===== src/rtl/tug_pkg.sv =====
// Shared types for the tug-of-war referee: FSM states and player identity.
package tug_pkg;
  typedef enum logic [1:0] {PLAY, ROUND_END, MATCH_OVER} ref_state_t;
  typedef enum logic {P_LEFT, P_RIGHT} player_t;
endpackage


===== src/rtl/tug_war_referee_if.sv =====
// Referee bus: key/win inputs from the field side, pulses and scores back out.
interface tug_war_referee_if #(parameter int SCORE_W = 3);
  logic               keyL, keyR;
  logic               leftWin, rightWin;
  logic               L, R;
  logic               fieldReset;
  logic [SCORE_W-1:0] scoreL, scoreR;
  logic               matchOver;
  logic               matchWinner;

  modport master (output keyL, keyR, leftWin, rightWin,
                  input  L, R, fieldReset, scoreL, scoreR, matchOver, matchWinner);
  modport slave  (input  keyL, keyR, leftWin, rightWin,
                  output L, R, fieldReset, scoreL, scoreR, matchOver, matchWinner);
endinterface


===== src/rtl/tug_war_referee_key_edge.sv =====
// Rising-edge press detector for one synchronised key level.
module key_edge (
  input  logic Clock,
  input  logic Reset,
  input  logic key,
  output logic press
);
  logic key_d;

  // History resets to 1 so a key held through Reset never looks like a new press.
  always_ff @(posedge Clock) begin
    if (Reset) key_d <= 1'b1;
    else       key_d <= key;
  end

  assign press = key & ~key_d;
endmodule


===== src/rtl/tug_war_referee.sv =====
// Tug-of-war referee: key pulses, round scoring, playfield clear hold, match end.
module tug_war_referee
  import tug_pkg::*;
#(
  parameter int SCORE_W     = 3,
  parameter int TARGET      = 7,
  parameter int HOLD_CYCLES = 4
) (
  input  logic              Clock,
  input  logic              Reset,
  tug_war_referee_if.slave  bus
);
  localparam int                 CW  = $clog2(HOLD_CYCLES + 1);
  localparam logic [SCORE_W-1:0] TGT = SCORE_W'(TARGET);
  localparam logic [SCORE_W-1:0] ONE = SCORE_W'(1);

  ref_state_t         state, state_nxt;
  logic               pressL, pressR;
  logic               l_q, r_q;
  logic [CW-1:0]      hold_cnt;
  logic [SCORE_W-1:0] scoreL, scoreR;
  player_t            winner;
  logic               at_target, pass_keys;

  key_edge u_key_l (.Clock(Clock), .Reset(Reset), .key(bus.keyL), .press(pressL));
  key_edge u_key_r (.Clock(Clock), .Reset(Reset), .key(bus.keyR), .press(pressR));

  assign at_target = (scoreL == TGT) || (scoreR == TGT);
  // Keys only reach the field when we stay in PLAY; a win this cycle drops them.
  assign pass_keys = (state == PLAY) && (state_nxt == PLAY);

  always_ff @(posedge Clock) begin
    if (Reset) state <= PLAY;
    else       state <= state_nxt;
  end

  always_comb begin
    state_nxt = state;
    case (state)
      PLAY:       if (bus.leftWin || bus.rightWin) state_nxt = ROUND_END;
      ROUND_END:  if (hold_cnt <= CW'(1)) state_nxt = at_target ? MATCH_OVER : PLAY;
      MATCH_OVER: state_nxt = MATCH_OVER;
      default:    state_nxt = PLAY;
    endcase
  end

  always_comb begin
    bus.fieldReset = (state != PLAY);
    bus.matchOver  = (state == MATCH_OVER);
  end

  always_ff @(posedge Clock) begin
    if (Reset) begin
      l_q      <= 1'b0;
      r_q      <= 1'b0;
      hold_cnt <= '0;
      scoreL   <= '0;
      scoreR   <= '0;
      winner   <= P_LEFT;
    end else begin
      l_q <= pass_keys & pressL & ~pressR;
      r_q <= pass_keys & pressR & ~pressL;

      if (state == PLAY && state_nxt == ROUND_END)
        hold_cnt <= CW'(HOLD_CYCLES);
      else if (state == ROUND_END && hold_cnt > CW'(1))
        hold_cnt <= hold_cnt - CW'(1);

      // Simultaneous wins score nobody; the round still ends.
      if (state == PLAY) begin
        if (bus.leftWin && !bus.rightWin) begin
          scoreL <= scoreL + ONE;
          if (scoreL + ONE == TGT) winner <= P_LEFT;
        end
        if (bus.rightWin && !bus.leftWin) begin
          scoreR <= scoreR + ONE;
          if (scoreR + ONE == TGT) winner <= P_RIGHT;
        end
      end
    end
  end

  assign bus.L           = l_q;
  assign bus.R           = r_q;
  assign bus.scoreL      = scoreL;
  assign bus.scoreR      = scoreR;
  assign bus.matchWinner = (winner == P_RIGHT);
endmodule


===== src/flat_wrapper.sv =====
// flat-port wrapper written by rule: the top's interface ports become plain ports
module tug_war_referee_flat import tug_pkg::*;
#(
  parameter int SCORE_W     = 3,
  parameter int TARGET      = 7,
  parameter int HOLD_CYCLES = 4
)
  (Clock, Reset, bus_keyL, bus_keyR, bus_leftWin, bus_rightWin, bus_L, bus_R, bus_fieldReset, bus_scoreL, bus_scoreR, bus_matchOver, bus_matchWinner);
  tug_war_referee_if #(.SCORE_W(SCORE_W)) bus_i ();
  input  logic Clock;
  input  logic Reset;
  input wire logic [$bits(bus_i.keyL)-1:0] bus_keyL;
  input wire logic [$bits(bus_i.keyR)-1:0] bus_keyR;
  input wire logic [$bits(bus_i.leftWin)-1:0] bus_leftWin;
  input wire logic [$bits(bus_i.rightWin)-1:0] bus_rightWin;
  output wire logic [$bits(bus_i.L)-1:0] bus_L;
  output wire logic [$bits(bus_i.R)-1:0] bus_R;
  output wire logic [$bits(bus_i.fieldReset)-1:0] bus_fieldReset;
  output wire logic [$bits(bus_i.scoreL)-1:0] bus_scoreL;
  output wire logic [$bits(bus_i.scoreR)-1:0] bus_scoreR;
  output wire logic [$bits(bus_i.matchOver)-1:0] bus_matchOver;
  output wire logic [$bits(bus_i.matchWinner)-1:0] bus_matchWinner;
  assign bus_i.keyL = bus_keyL;
  assign bus_i.keyR = bus_keyR;
  assign bus_i.leftWin = bus_leftWin;
  assign bus_i.rightWin = bus_rightWin;
  assign bus_L = bus_i.L;
  assign bus_R = bus_i.R;
  assign bus_fieldReset = bus_i.fieldReset;
  assign bus_scoreL = bus_i.scoreL;
  assign bus_scoreR = bus_i.scoreR;
  assign bus_matchOver = bus_i.matchOver;
  assign bus_matchWinner = bus_i.matchWinner;
  tug_war_referee #(.SCORE_W(SCORE_W), .TARGET(TARGET), .HOLD_CYCLES(HOLD_CYCLES)) u_core (.Clock(Clock), .Reset(Reset), .bus(bus_i));
endmodule

===== config.mk =====
export PLATFORM = sky130hd
export DESIGN_NAME = tug_war_referee_flat
export DESIGN_NICKNAME = d
export VERILOG_FILES = /design/src/rtl/tug_pkg.sv /design/src/rtl/tug_war_referee_if.sv /design/src/rtl/tug_war_referee_key_edge.sv /design/src/rtl/tug_war_referee.sv /design/src/flat_wrapper.sv
export SDC_FILE = /design/constraint.sdc
export NUM_CORES = 1
export LEC_CHECK = 0
export BUFFER_PORTS_ARGS = -buffer_cell sky130_fd_sc_hd__buf_4
export CORE_MARGIN = 2
export CORE_UTILIZATION = 35
export CTS_CLUSTER_DIAMETER = 120
export DETAILED_ROUTE_END_ITERATION = 7
export PLACE_DENSITY = 0.61
export SLEW_MARGIN = 20
export SYNTH_ARGS = -nofsm -noshare
export SYNTH_HDL_FRONTEND = slang
export SYNTH_SLANG_ARGS = --single-unit

===== constraint.sdc =====
create_clock -name Clock -period 1.2 [get_ports Clock]
set_input_delay 0.12 -clock Clock [delete_from_list [all_inputs] [get_ports Clock]]
set_output_delay 0.12 -clock Clock [all_outputs]
set_load 0.005 [all_outputs]

==> results.md <==
* Critical path buffers and inverters at 1
* Worst rel slew slack at 76.23%
* Ports at 17
* Reg2Reg Depth at 5
* Seq pwr share at roughly half
* Max cap viols at 0
* CP Depth at 5
* Logic pwr share at 20.1%
* Routed length per instance at around 12 µm
* Footprint of the multi-input gates at 509.2 µm²
* Antenna viol nets, final at 0
* IO Port Bufs at 16
* Core ar. at ~0.0022 mm²
* Internal power at 870.7 µW
* Chip width at between 50 and 60 µm
* Vias at between 600 and 700
* Worst-path clk slew at roughly 100 ps
* Share of cells above drive strength 1 at around half
* Register area at between 300 and 400 µm²
* Placer Congestion at 0.7008
* Final Max Slew Viols at 0
* Filler Cell Count at around 210
* Unrepaired setup endpoints after global routing: true
* CP arrival at roughly 1400 ps
* Bufs on Longest Clock Path at 2
* Syn nets at 95
* Final Cycle Share at 99.35%
* Initial Util at between 30% and 40%
* CP max-delay cell: dfxtp_2
* H-Tree Depth at 1
* Hold Path End: u_core.u_key_l.key_d
* Sw Share at 25.56%
* Netlist cell types at 33
* Die H at about 53 µm
* CP Launch Type: register
* Antenna Cells at 0
* Lkg Pwr at a little over 0.5 nW
* # rows at 17
* Post-DR vias/cell at between 4 and 5
* Post-route insts no fill at roughly 140
* DRT Pass-1 Iters at 4
* Drt drc at 0
* NetSw at between 200 and 300 µW
* Seq/Total Area, Yosys at between 30% and 40%
* CP delay by family, top: compound AO/OA/AOI/OAI gates
* Avg Cell Area, Syn at ~10 µm²
* Final Util at ~52%
* Area growth syn-to-layout at 39.94%
* Final setup violation count at 0
* Setup_tns at 0 ps
* Status: finished clean
* Placed cells at between 100 and 150
* Maximum fanout along the worst path at 3
* Antenna violations before repair at 0
* Ys Warns at 0
* # clock sinks at 16
* Worst Setup End Kind: register
* Hold slack at around 18 ps
* TritonCTS clock tree: yes
* Hold Vio Cnt, Final at 0
* DP Wirelength at 1178 µm
* First-pass GRT wire length at 2780 µm
* Dpl ws at -38.88 ps
* CP max stage delay at around 350 ps
* Post-layout instance area at around 0.0012 mm²
* Clock latency on the worst-skew pair at between 200 and 300 ps
* Worst slew pin tran at 355.2 ps
* Layout Skew at 3.456 ps
* Die ar. at between 0.002 and 0.003 mm²
* Final nets at 126
* Initial DRC Count at 4
* Worst Setup Path Type: register to register
* Reg-to-reg startpoint: u_core.hold_cnt[1]
* FF+latch count, synth at 16
* Number of global-route vias before repair at between 600 and 700
* Area after DPL at approximately 0.0010 mm²
* Cell count after synthesis at 81
* Crit-path cells: inv_2, ha_4, o21ba_4, o21ai_4, o2111a_1
* Hold Path Cell Cnt at 2
* Pin count of the biggest net entering global routing at 12
* Clock share of power at 30.5%
* Worst Slack Setup Final at approximately 7.8 ps
* TritonCTS Buffers at 3
* Pwr Total at around 1.2 mW
* Post-Synthesis Cell Area at between 800 and 900 µm²
* CTS Root Cell: clkbuf_4
* Crit path time final at approximately 1200 ps
* R2r setup slk at slightly below 8 ps
* Power per cell area at about 1000 mW/mm²
* DRT Wirelength at 1633 µm
* VDD IR-drop max at 894.0 µV
* GR Overflow Total at 0
* Max Fclk at 838.8 MHz
* Reg2reg end: u_core.hold_cnt[1]
* GRT Util Overall at ~14%
* HP Class: input pin to register
* Hold Crit Start: bus_keyL
* CP required at 1380 ps
## registers in the layout, summed over array words and instances (netlist names)
signal	flops
u_core.u_key_r.key_d	1
u_core.bus.scoreR	3
u_core.bus.matchWinner	1
u_core.hold_cnt	3
u_core.u_key_l.key_d	1
u_core.state	2
u_core.bus.R	1
u_core.bus.L	1
u_core.bus.scoreL	3
## layout by cell type (no fill, tap or decap), drive strengths merged
master and n:
nand4b 1, nand2 1, nor4 2, nor4b 2, o21a 1, ha 8
o21ba 1, inv 9, and2b 1, xnor2 2, nor2b 2, nand3b 1
buf 28, mux2i 3, nor2 10, dfxtp 16, a22oi 1, a21oi 2
nand3 1, o21ai 3, nand2b 2, or2 3, o2111a 1, a211oi 2
o211ai 2, clkbuf 4, a31oi 1, a31o 1
## layout make-up
cell class / count / area share (%)
clock buffer: 4 / 3.112
timing repair buffer: 28 / 18.67
inverter: 9 / 2.897
tap: 28 / 3.004
multi-input combinational: 54 / 43.67
sequential: 16 / 28.65
## per-layer routing
layer / vias up / global-route usage, % / wire (µm)
li1: 337 / - / -
met1: 309 / 15.91 / 687
met2: 14 / 24.38 / 846
met3: 2 / 5.143 / 85
met4: 0 / 3.846 / 14
met5: - / 0 / 0
## cells by family (layout without fill, tap and decap cells)
family	count (synthesis)	count (layout)	synth area share, %
xor+xnor	2	2	2.102
mux	3	3	3.604
compound gates	15	15	14.41
flops	16	16	38.44
buf+inv	11	41	5.855
fa+ha+maj	8	8	12.01
simple gates	26	26	23.57
## synthesized netlist by cell type, drive strengths merged
master / instances / area (µm²)
a21oi: 2 / 13.76
xnor2: 2 / 17.52
o21ba: 1 / 10.01
dfxtp: 16 / 320.3
o2111a: 1 / 11.26
o211ai: 2 / 15.01
nor2: 10 / 37.54
inv: 9 / 33.78
ha: 8 / 100.1
mux2i: 3 / 30.03
clkbuf: 1 / 3.750
a211oi: 2 / 15.01
nand3: 1 / 5.000
a31o: 1 / 8.760
nor4b: 2 / 47.55
nand2b: 2 / 12.51
buf: 1 / 11.26
or2: 3 / 21.27
nand4b: 1 / 8.760
a31oi: 1 / 12.51
o21a: 1 / 7.510
o21ai: 3 / 18.77
a22oi: 1 / 7.510
nand2: 1 / 3.750
nand3b: 1 / 20.02
nor2b: 2 / 12.51
nor4: 2 / 18.77
and2b: 1 / 8.760
## worst max path at each step
stage / start / to
global route: u_core.hold_cnt[1] / u_core.hold_cnt[1]
global placement: u_core.hold_cnt[1] / u_core.hold_cnt[1]
CTS: u_core.hold_cnt[1] / u_core.hold_cnt[1]
detailed placement: u_core.hold_cnt[1] / u_core.hold_cnt[1]
finish: u_core.hold_cnt[1] / u_core.hold_cnt[1]
floorplan: u_core.hold_cnt[1] / u_core.hold_cnt[1]
## worst register-to-register path, cell delays in order, from the launching register on
cell and delay (ps):
dfxtp_2 350, inv_2 50, ha_4 150, o21ba_4 240
o21ai_4 70, o2111a_1 240
## power groups by stage
stage,clock network [mW],registers (mW),logic [mW]
6_report,0.357,0.578,0.235
5_1_grt,0.394,0.582,0.260
4_1_cts,0.370,0.578,0.230
3_5_place_dp,0,0.591,0.205
3_3_place_gp,0,0.589,0.200
2_1_floorplan,0,0.594,0.121
## repair_timing
item | in CTS | in global routing
cloned | 0 | 0
pin swaps | 4 | 8
buffers inserted | 4 | 0
resized for setup | 9 | 7
hold buffers | 0 | 0
endpoints found under the setup margin | 5 | 11
(Power assumes the default switching activity.)
